==> config.mk <==
export PLATFORM = sky130hd
export DESIGN_NAME = erasure_locator_seq_ctrl
export DESIGN_NICKNAME = d
export VERILOG_FILES = /design/src/rtl/erasure_locator_seq_ctrl.sv
export SDC_FILE = /design/constraint.sdc
export NUM_CORES = 1
export LEC_CHECK = 0
export CAP_MARGIN = 20
export CORE_ASPECT_RATIO = 1.4
export CORE_MARGIN = 3
export CORE_UTILIZATION = 46
export CTS_BUF_LIST = sky130_fd_sc_hd__clkbuf_4 sky130_fd_sc_hd__clkbuf_8 sky130_fd_sc_hd__clkbuf_16
export DETAILED_ROUTE_END_ITERATION = 8
export MAX_ROUTING_LAYER = met4
export PLACE_DENSITY = 0.82
export SETUP_SLACK_MARGIN = 0.1
export SYNTH_ARGS = -nofsm -noshare
export SYNTH_HDL_FRONTEND = slang
export SYNTH_SLANG_ARGS = --single-unit
==> constraint.sdc <==
create_clock -name clock -period 2.2 [get_ports clock]
set_input_delay 0.22 -clock clock [delete_from_list [all_inputs] [get_ports clock]]
set_output_delay 0.22 -clock clock [all_outputs]
set_load 0.005 [all_outputs]
==> src/rtl/erasure_locator_seq_ctrl.sv <==
// Sequencer for the RS erasure locator datapath: clear, one MAC step per erasure, then stream Gamma(x) coefficients out.
// Latency: 2 cycles per erasure after a 1-cycle clear; 3 cycles per coefficient plus the downstream hold time, then a 1-cycle done.
// Backpressure: coef_valid/coef_out hold until coef_accept; RD_WAIT stalls indefinitely until dp_coef_ready.
//
// Ports:
//   clock, reset                       rising-edge clock, asynchronous active-high reset
//   start, number_of_erasures,
//   no_of_parity                       run request with erasure count N and parity count P
//   pos_rd_en/addr/data                erasure-position buffer read port (data one cycle after en)
//   dp_clear, dp_erasure_ready,
//   dp_erase_position                  datapath init and per-erasure step
//   dp_send_polyn, dp_coef_addr,
//   dp_coef, dp_coef_ready             coefficient read-back from the datapath
//   coef_out/idx/valid, coef_accept    handshaked coefficient stream to the key-equation stage
//   no_of_erasure_coefs, busy, done,
//   overflow, erasure_fail             status
//
// Optional feature macro: ERASURE_LIMIT_CHECK_EN (reject runs where the clamped N exceeds P).
module erasure_locator_seq_ctrl #(
    parameter int width           = 5,
    parameter int number_of_coefs = 16
) (
    input  logic             clock,
    input  logic             reset,
    input  logic             start,
    input  logic [width-1:0] number_of_erasures,
    input  logic [width-1:0] no_of_parity,
    output logic             pos_rd_en,
    output logic [width-1:0] pos_rd_addr,
    input  logic [7:0]       pos_rd_data,
    output logic             dp_clear,
    output logic             dp_erasure_ready,
    output logic [7:0]       dp_erase_position,
    output logic             dp_send_polyn,
    output logic [width-1:0] dp_coef_addr,
    input  logic [7:0]       dp_coef,
    input  logic             dp_coef_ready,
    output logic [7:0]       coef_out,
    output logic [width-1:0] coef_idx,
    output logic             coef_valid,
    input  logic             coef_accept,
    output logic [width-1:0] no_of_erasure_coefs,
    output logic             busy,
    output logic             done,
    output logic             overflow,
    output logic             erasure_fail
);

    // Largest erasure count the datapath can hold; also bounds every counter,
    // so k and idx never need more than width bits.
    localparam logic [width-1:0] max_n = width'(number_of_coefs - 1);

    typedef enum logic [3:0] {
        ST_IDLE,
        ST_CLEAR,
        ST_FETCH,
        ST_APPLY,
        ST_RD_REQ,
        ST_RD_WAIT,
        ST_OUT,
        ST_DONE
`ifdef ERASURE_LIMIT_CHECK_EN
        , ST_FAIL
`endif
    } state_t;

    state_t           state, state_nx;
    logic [width-1:0] n_q, n_nx;       // latched, clamped erasure count
    logic [width-1:0] k_q, k_nx;       // erasure index
    logic [width-1:0] idx_q, idx_nx;   // coefficient index
    logic             ovf_q, ovf_nx;
    logic             coef_load;
    logic [width-1:0] n_clamped;

    assign n_clamped = (number_of_erasures > max_n) ? max_n : number_of_erasures;

    // ------------------------------------------------------------------
    // Next-state logic
    // ------------------------------------------------------------------
    always_comb begin
        state_nx  = state;
        n_nx      = n_q;
        k_nx      = k_q;
        idx_nx    = idx_q;
        ovf_nx    = ovf_q;
        coef_load = 1'b0;

        case (state)
            ST_IDLE: begin
                if (start) begin
                    n_nx   = n_clamped;
                    ovf_nx = (number_of_erasures > max_n);
`ifdef ERASURE_LIMIT_CHECK_EN
                    if (n_clamped > no_of_parity) begin
                        state_nx = ST_FAIL;
                    end else begin
                        state_nx = ST_CLEAR;
                    end
`else
                    state_nx = ST_CLEAR;
`endif
                end
            end

            ST_CLEAR: begin
                k_nx     = '0;
                idx_nx   = '0;
                state_nx = (n_q == '0) ? ST_RD_REQ : ST_FETCH;
            end

            ST_FETCH: begin
                state_nx = ST_APPLY;
            end

            ST_APPLY: begin
                k_nx     = k_q + width'(1);
                state_nx = (k_nx == n_q) ? ST_RD_REQ : ST_FETCH;
            end

            ST_RD_REQ: begin
                state_nx = ST_RD_WAIT;
            end

            ST_RD_WAIT: begin
                if (dp_coef_ready) begin
                    coef_load = 1'b1;
                    state_nx  = ST_OUT;
                end
            end

            ST_OUT: begin
                if (coef_accept) begin
                    idx_nx   = idx_q + width'(1);
                    // Indices 0..N are emitted, so the one matching N is last.
                    state_nx = (idx_q == n_q) ? ST_DONE : ST_RD_REQ;
                end
            end

            ST_DONE: begin
                state_nx = ST_IDLE;
            end

`ifdef ERASURE_LIMIT_CHECK_EN
            ST_FAIL: begin
                state_nx = ST_IDLE;
            end
`endif

            default: begin
                state_nx = ST_IDLE;
            end
        endcase
    end

    // ------------------------------------------------------------------
    // State, counters and registered outputs. Strobes are registered from
    // the next state so each one is high exactly while its state is current.
    // ------------------------------------------------------------------
    always_ff @(posedge clock or posedge reset) begin
        if (reset) begin
            state            <= ST_IDLE;
            n_q              <= '0;
            k_q              <= '0;
            idx_q            <= '0;
            ovf_q            <= 1'b0;
            pos_rd_en        <= 1'b0;
            pos_rd_addr      <= '0;
            dp_clear         <= 1'b0;
            dp_erasure_ready <= 1'b0;
            dp_send_polyn    <= 1'b0;
            dp_coef_addr     <= '0;
            coef_out         <= '0;
            coef_idx         <= '0;
            coef_valid       <= 1'b0;
            busy             <= 1'b0;
            done             <= 1'b0;
        end else begin
            state            <= state_nx;
            n_q              <= n_nx;
            k_q              <= k_nx;
            idx_q            <= idx_nx;
            ovf_q            <= ovf_nx;
            pos_rd_en        <= (state_nx == ST_FETCH);
            pos_rd_addr      <= (state_nx == ST_FETCH) ? k_nx : '0;
            dp_clear         <= (state_nx == ST_CLEAR);
            dp_erasure_ready <= (state_nx == ST_APPLY);
            dp_send_polyn    <= (state_nx == ST_RD_REQ);
            dp_coef_addr     <= (state_nx == ST_RD_REQ) ? idx_nx : '0;
            busy             <= (state_nx != ST_IDLE);
`ifdef ERASURE_LIMIT_CHECK_EN
            // The reject pulse follows the FAIL cycle, two cycles after start.
            done             <= (state_nx == ST_DONE) || (state == ST_FAIL);
`else
            done             <= (state_nx == ST_DONE);
`endif
            if (coef_load) begin
                coef_out   <= dp_coef;
                coef_idx   <= idx_q;
                coef_valid <= 1'b1;
            end else if ((state == ST_OUT) && coef_accept) begin
                coef_valid <= 1'b0;
            end
        end
    end

    assign no_of_erasure_coefs = n_q;
    assign overflow            = ovf_q;

    // Buffer data passes straight through, qualified by the registered step
    // strobe so the bus reads zero outside APPLY and during reset.
    assign dp_erase_position = dp_erasure_ready ? pos_rd_data : 8'h00;

`ifdef ERASURE_LIMIT_CHECK_EN
    logic fail_q;

    always_ff @(posedge clock or posedge reset) begin
        if (reset) begin
            fail_q <= 1'b0;
        end else begin
            fail_q <= (state == ST_FAIL);
        end
    end

    assign erasure_fail = fail_q;
`else
    // Parity count only matters to the limit check.
    logic unused_parity;
    assign unused_parity = ^no_of_parity;
    assign erasure_fail  = 1'b0;
`endif

endmodule
==> flow_metrics.env, run 1 <==
export IMPL_outcome="finished clean"
export IMPL_grt_pass1_vias=1835
export IMPL_slew_violations=0
export IMPL_dr_pass1_iters=4
export IMPL_path_class="reg2reg"
export IMPL_busiest_layer="met2"
export IMPL_vias=1797
export IMPL_worst_pin_slew_ns=0.527
export IMPL_grt_max_degree=22
export IMPL_netlist_area_leader_share=0.536
export IMPL_avgViaCountPerCell=5.24
export IMPL_cp_max_fo=7
export IMPL_cts_tree="done"
export IMPL_fin_util=0.658
export IMPL_io_pins=76
export IMPL_synth_edf_count=0
export IMPL_vdd_drop_max_mv=0.535
export IMPL_syn_cell_area_um2=2340
export IMPL_synth_ff_type="dfrtp_1"
export IMPL_holdBufCountCts=0
export IMPL_drv_cap=0
export IMPL_power_internal_uw=1480
export IMPL_grt_antenna_before_repair=0
export IMPL_area_growth_pct=37.5
export IMPL_finClkSkew_ns=0.00277
export IMPL_gp_congestion=0.933
export IMPL_powerDensity_nw_per_um2=635
export IMPL_fmax_mhz=516
export IMPL_htreeDepth=2
export IMPL_p_seq_frac=0.516
export IMPL_p_switching_uw=562
export IMPL_port_buffers=69
export IMPL_grt_first_pass_wirelength_um=8580
export IMPL_yosys_warnings=0
export IMPL_antennaDiodeCount=0
export IMPL_pwr_share_comb=0.205
export IMPL_wirelength_um=5050
export IMPL_drc=0
export IMPL_hold_viol_final=0
export IMPL_required_ns=2.37
export IMPL_grt_use_met2=0.323
export IMPL_num_rows=30
export IMPL_synthCells=202
export IMPL_gr_usage_all_layers=0.190
export IMPL_clk_latency_ns=0.30
export IMPL_syn_area_per_cell_um2=11.6
export IMPL_grt_overflow=0
export IMPL_async_flop_share=1.00
export IMPL_rsz0062_at_grt="no"
export IMPL_final_layout_size_suffix_gt1_frac=0.151
export IMPL_power_share_clock=0.279
export IMPL_layout_nets=311
export IMPL_ys_seq_elements=50
export IMPL_swShare=0.276
export IMPL_worstSetupStartpointType="flop"
export IMPL_ctsRootBufferMaster="clkbuf_8"
export IMPL_grt_use_met3=0.0448
export IMPL_ys_top_cells_by_area="dfrtp_1, mux2_2, nor2_1"
export IMPL_die_h_um=90.3
export IMPL_timing_final_crit_share=0.881
export IMPL_p_leak_uw=0.00145
export IMPL_setup_tns_ns=0
export IMPL_die_x_um=66.2
export IMPL_crit_arrival_ns=2.11
export IMPL_cts_buffers=5
export IMPL_initial_core_util=0.479
export IMPL_worstHoldPathType="in2async"
export IMPL_yosys_area_top_type="dfrtp_1"
export IMPL_synthDistinctLibCells=46
export IMPL_fin_crit_ns=1.94
export IMPL_setup_violations_final=0
export IMPL_cp_end_kind="flop"
export IMPL_cts_sinks=50
export IMPL_cts_buffer_depth=2
export IMPL_wl_per_cell_um=14.7
export IMPL_core_um2=4880
export IMPL_ant_nets=0
export IMPL_clkTransAtPathRegs_ns=0.09
export IMPL_use_met1=0.213
export IMPL_yosysSeqAreaShare=0.536
export IMPL_drtIter0Drc=20
export IMPL_dp_hpwl_um=3820
export IMPL_slew_headroom=0.647
export IMPL_die_area_um2=5980
[cell type report]
| cell class | instances | area, µm² |
|---|---|---|
| sequential | 50 | 1250 |
| tap | 64 | 80.1 |
| inverter | 4 | 15.0 |
| clock inverter | 2 | 16.3 |
| clock buffer | 6 | 82.6 |
| timing repair buffer | 76 | 743 |
| fill | 399 | 1670 |
| multi-input combinational | 141 | 1020 |
[critical path, stage by stage, from the launching register on]
cell,delay (ns)
dfrtp_1,0.44
ha_1,0.34
xor2_1,0.20
nor3_2,0.08
and4b_1,0.21
nor2_1,0.42
nor3b_1,0.11
[metrics by stage]
| stage | instance area (µm²) | worst slack (ns) | total power (µW) | hold slack (ns) | std cells |
|---|---|---|---|---|---|
| 4_1_cts | 3210 | 0.205 | 2060 | 0.224 | 343 |
| 3_5_place_dp | 3110 | 0.238 | 1480 | 0.494 | 335 |
| 2_1_floorplan | 2340 | 0.439 | 1270 | 0.364 | 203 |
| 3_3_place_gp | 3110 | 0.250 | 1470 | 0.475 | 335 |
| 6_report | 3210 | 0.262 | 2040 | 0.220 | 343 |
| 5_1_grt | 3210 | 0.105 | 2150 | 0.253 | 343 |
[what timing repair did]
item	CTS	global route
resized for setup	0	1
setup buffers	0	0
endpoints found under the setup margin	0	5
[layer usage]
| layer | vias up | wire (µm) |
|---|---|---|
| met3 | 6 | 326 |
| met1 | 876 | 1970 |
| li1 | 852 | - |
| met4 | 0 | 80 |
| met5 | - | 0 |
| met2 | 63 | 2670 |
[power groups by stage]
| stage | Clock [µW] | Sequential, µW | Combinational (µW) |
|---|---|---|---|
| 6_report | 569 | 1050 | 418 |
| 5_1_grt | 629 | 1060 | 459 |
| 4_1_cts | 589 | 1050 | 416 |
| 3_5_place_dp | 0 | 1070 | 410 |
| 3_3_place_gp | 0 | 1070 | 400 |
| 2_1_floorplan | 0 | 1050 | 213 |
[synthesized netlist by cell type (3+ instances only)]
library cell / number
nor3_1: 4
mux2_2: 15
nand2_1: 15
a21oi_1: 8
dfrtp_1: 50
o21ai_0: 3
and3_1: 3
inv_1: 4
xor2_1: 6
and2_1: 8
xnor2_1: 5
nand3_1: 10
nor2_1: 20
nor3b_1: 8
[layout by cell type, fill, tap and decap left out, drive strengths merged, types with 2 or more instances in the layout]
master,count
conb,2
xor2,6
or4b,2
nor2b,2
mux2,15
dfrtp,50
xnor2,5
ha,2
nand3,12
buf,7
clkdlybuf4s50,69
nor3,4
o21ai,3
and2,8
a21oi,8
clkbuf,6
nor3b,10
nand2,15
nor2,20
nand3b,2
inv,5
and3,3
a31oi,2
nand4b,2
[cell families after synthesis]
group,after synthesis,synth area share
other,1,0.00161
buffers and inverters,12,0.0300
xor gates and xnor gates,12,0.0514
AOI/OAI and AO/OA,19,0.0509
and+or+nand+nor,90,0.243
DFF,50,0.536
muxes,16,0.0766
adders and majority gates,2,0.0107
[sequential cells by signal (all words and copies together) (netlist names), 4 cells and up]
register	cells
coef_idx	5
coef_out	8
dp_coef_addr	5
idx_q	5
k_q	5
no_of_erasure_coefs	5
pos_rd_addr	5
state	4
[final timing paths]
check	from	to	slack, ns	cells after the start
worst max-delay path	k_q[0]	dp_coef_addr[3]	0.26	6
worst min-delay path	reset	no_of_erasure_coefs[3]	0.22	2
worst max register to register	k_q[0]	dp_coef_addr[3]	0.26	6
worst min register to register	coef_valid	coef_valid	0.51	2
max in group asynchronous	reset	dp_send_polyn	1.40	3
min in group clock	number_of_erasures[1]	no_of_erasure_coefs[1]	0.50	3
Power figures use the tool's default switching activity.
==> run 2: changes to the inputs <==
--- a/config.mk
+++ b/config.mk
@@ -9,7 +9,6 @@
 export CORE_ASPECT_RATIO = 1.4
 export CORE_MARGIN = 3
 export CORE_UTILIZATION = 46
-export CTS_BUF_LIST = sky130_fd_sc_hd__clkbuf_4 sky130_fd_sc_hd__clkbuf_8 sky130_fd_sc_hd__clkbuf_16
 export DETAILED_ROUTE_END_ITERATION = 8
 export MAX_ROUTING_LAYER = met4
 export PLACE_DENSITY = 0.82
==> results of run 2 <==
No change in the layout: final DEF, timing and power equal those of run 1.
==> run 3: changes to the inputs <==
--- a/config.mk
+++ b/config.mk
@@ -9,6 +9,7 @@
 export CORE_ASPECT_RATIO = 1.4
 export CORE_MARGIN = 3
 export CORE_UTILIZATION = 46
+export CTS_CLUSTER_SIZE = 40
 export DETAILED_ROUTE_END_ITERATION = 8
 export MAX_ROUTING_LAYER = met4
 export PLACE_DENSITY = 0.82
==> results of run 3 <==
No change in the layout: final DEF, timing and power equal those of run 1.
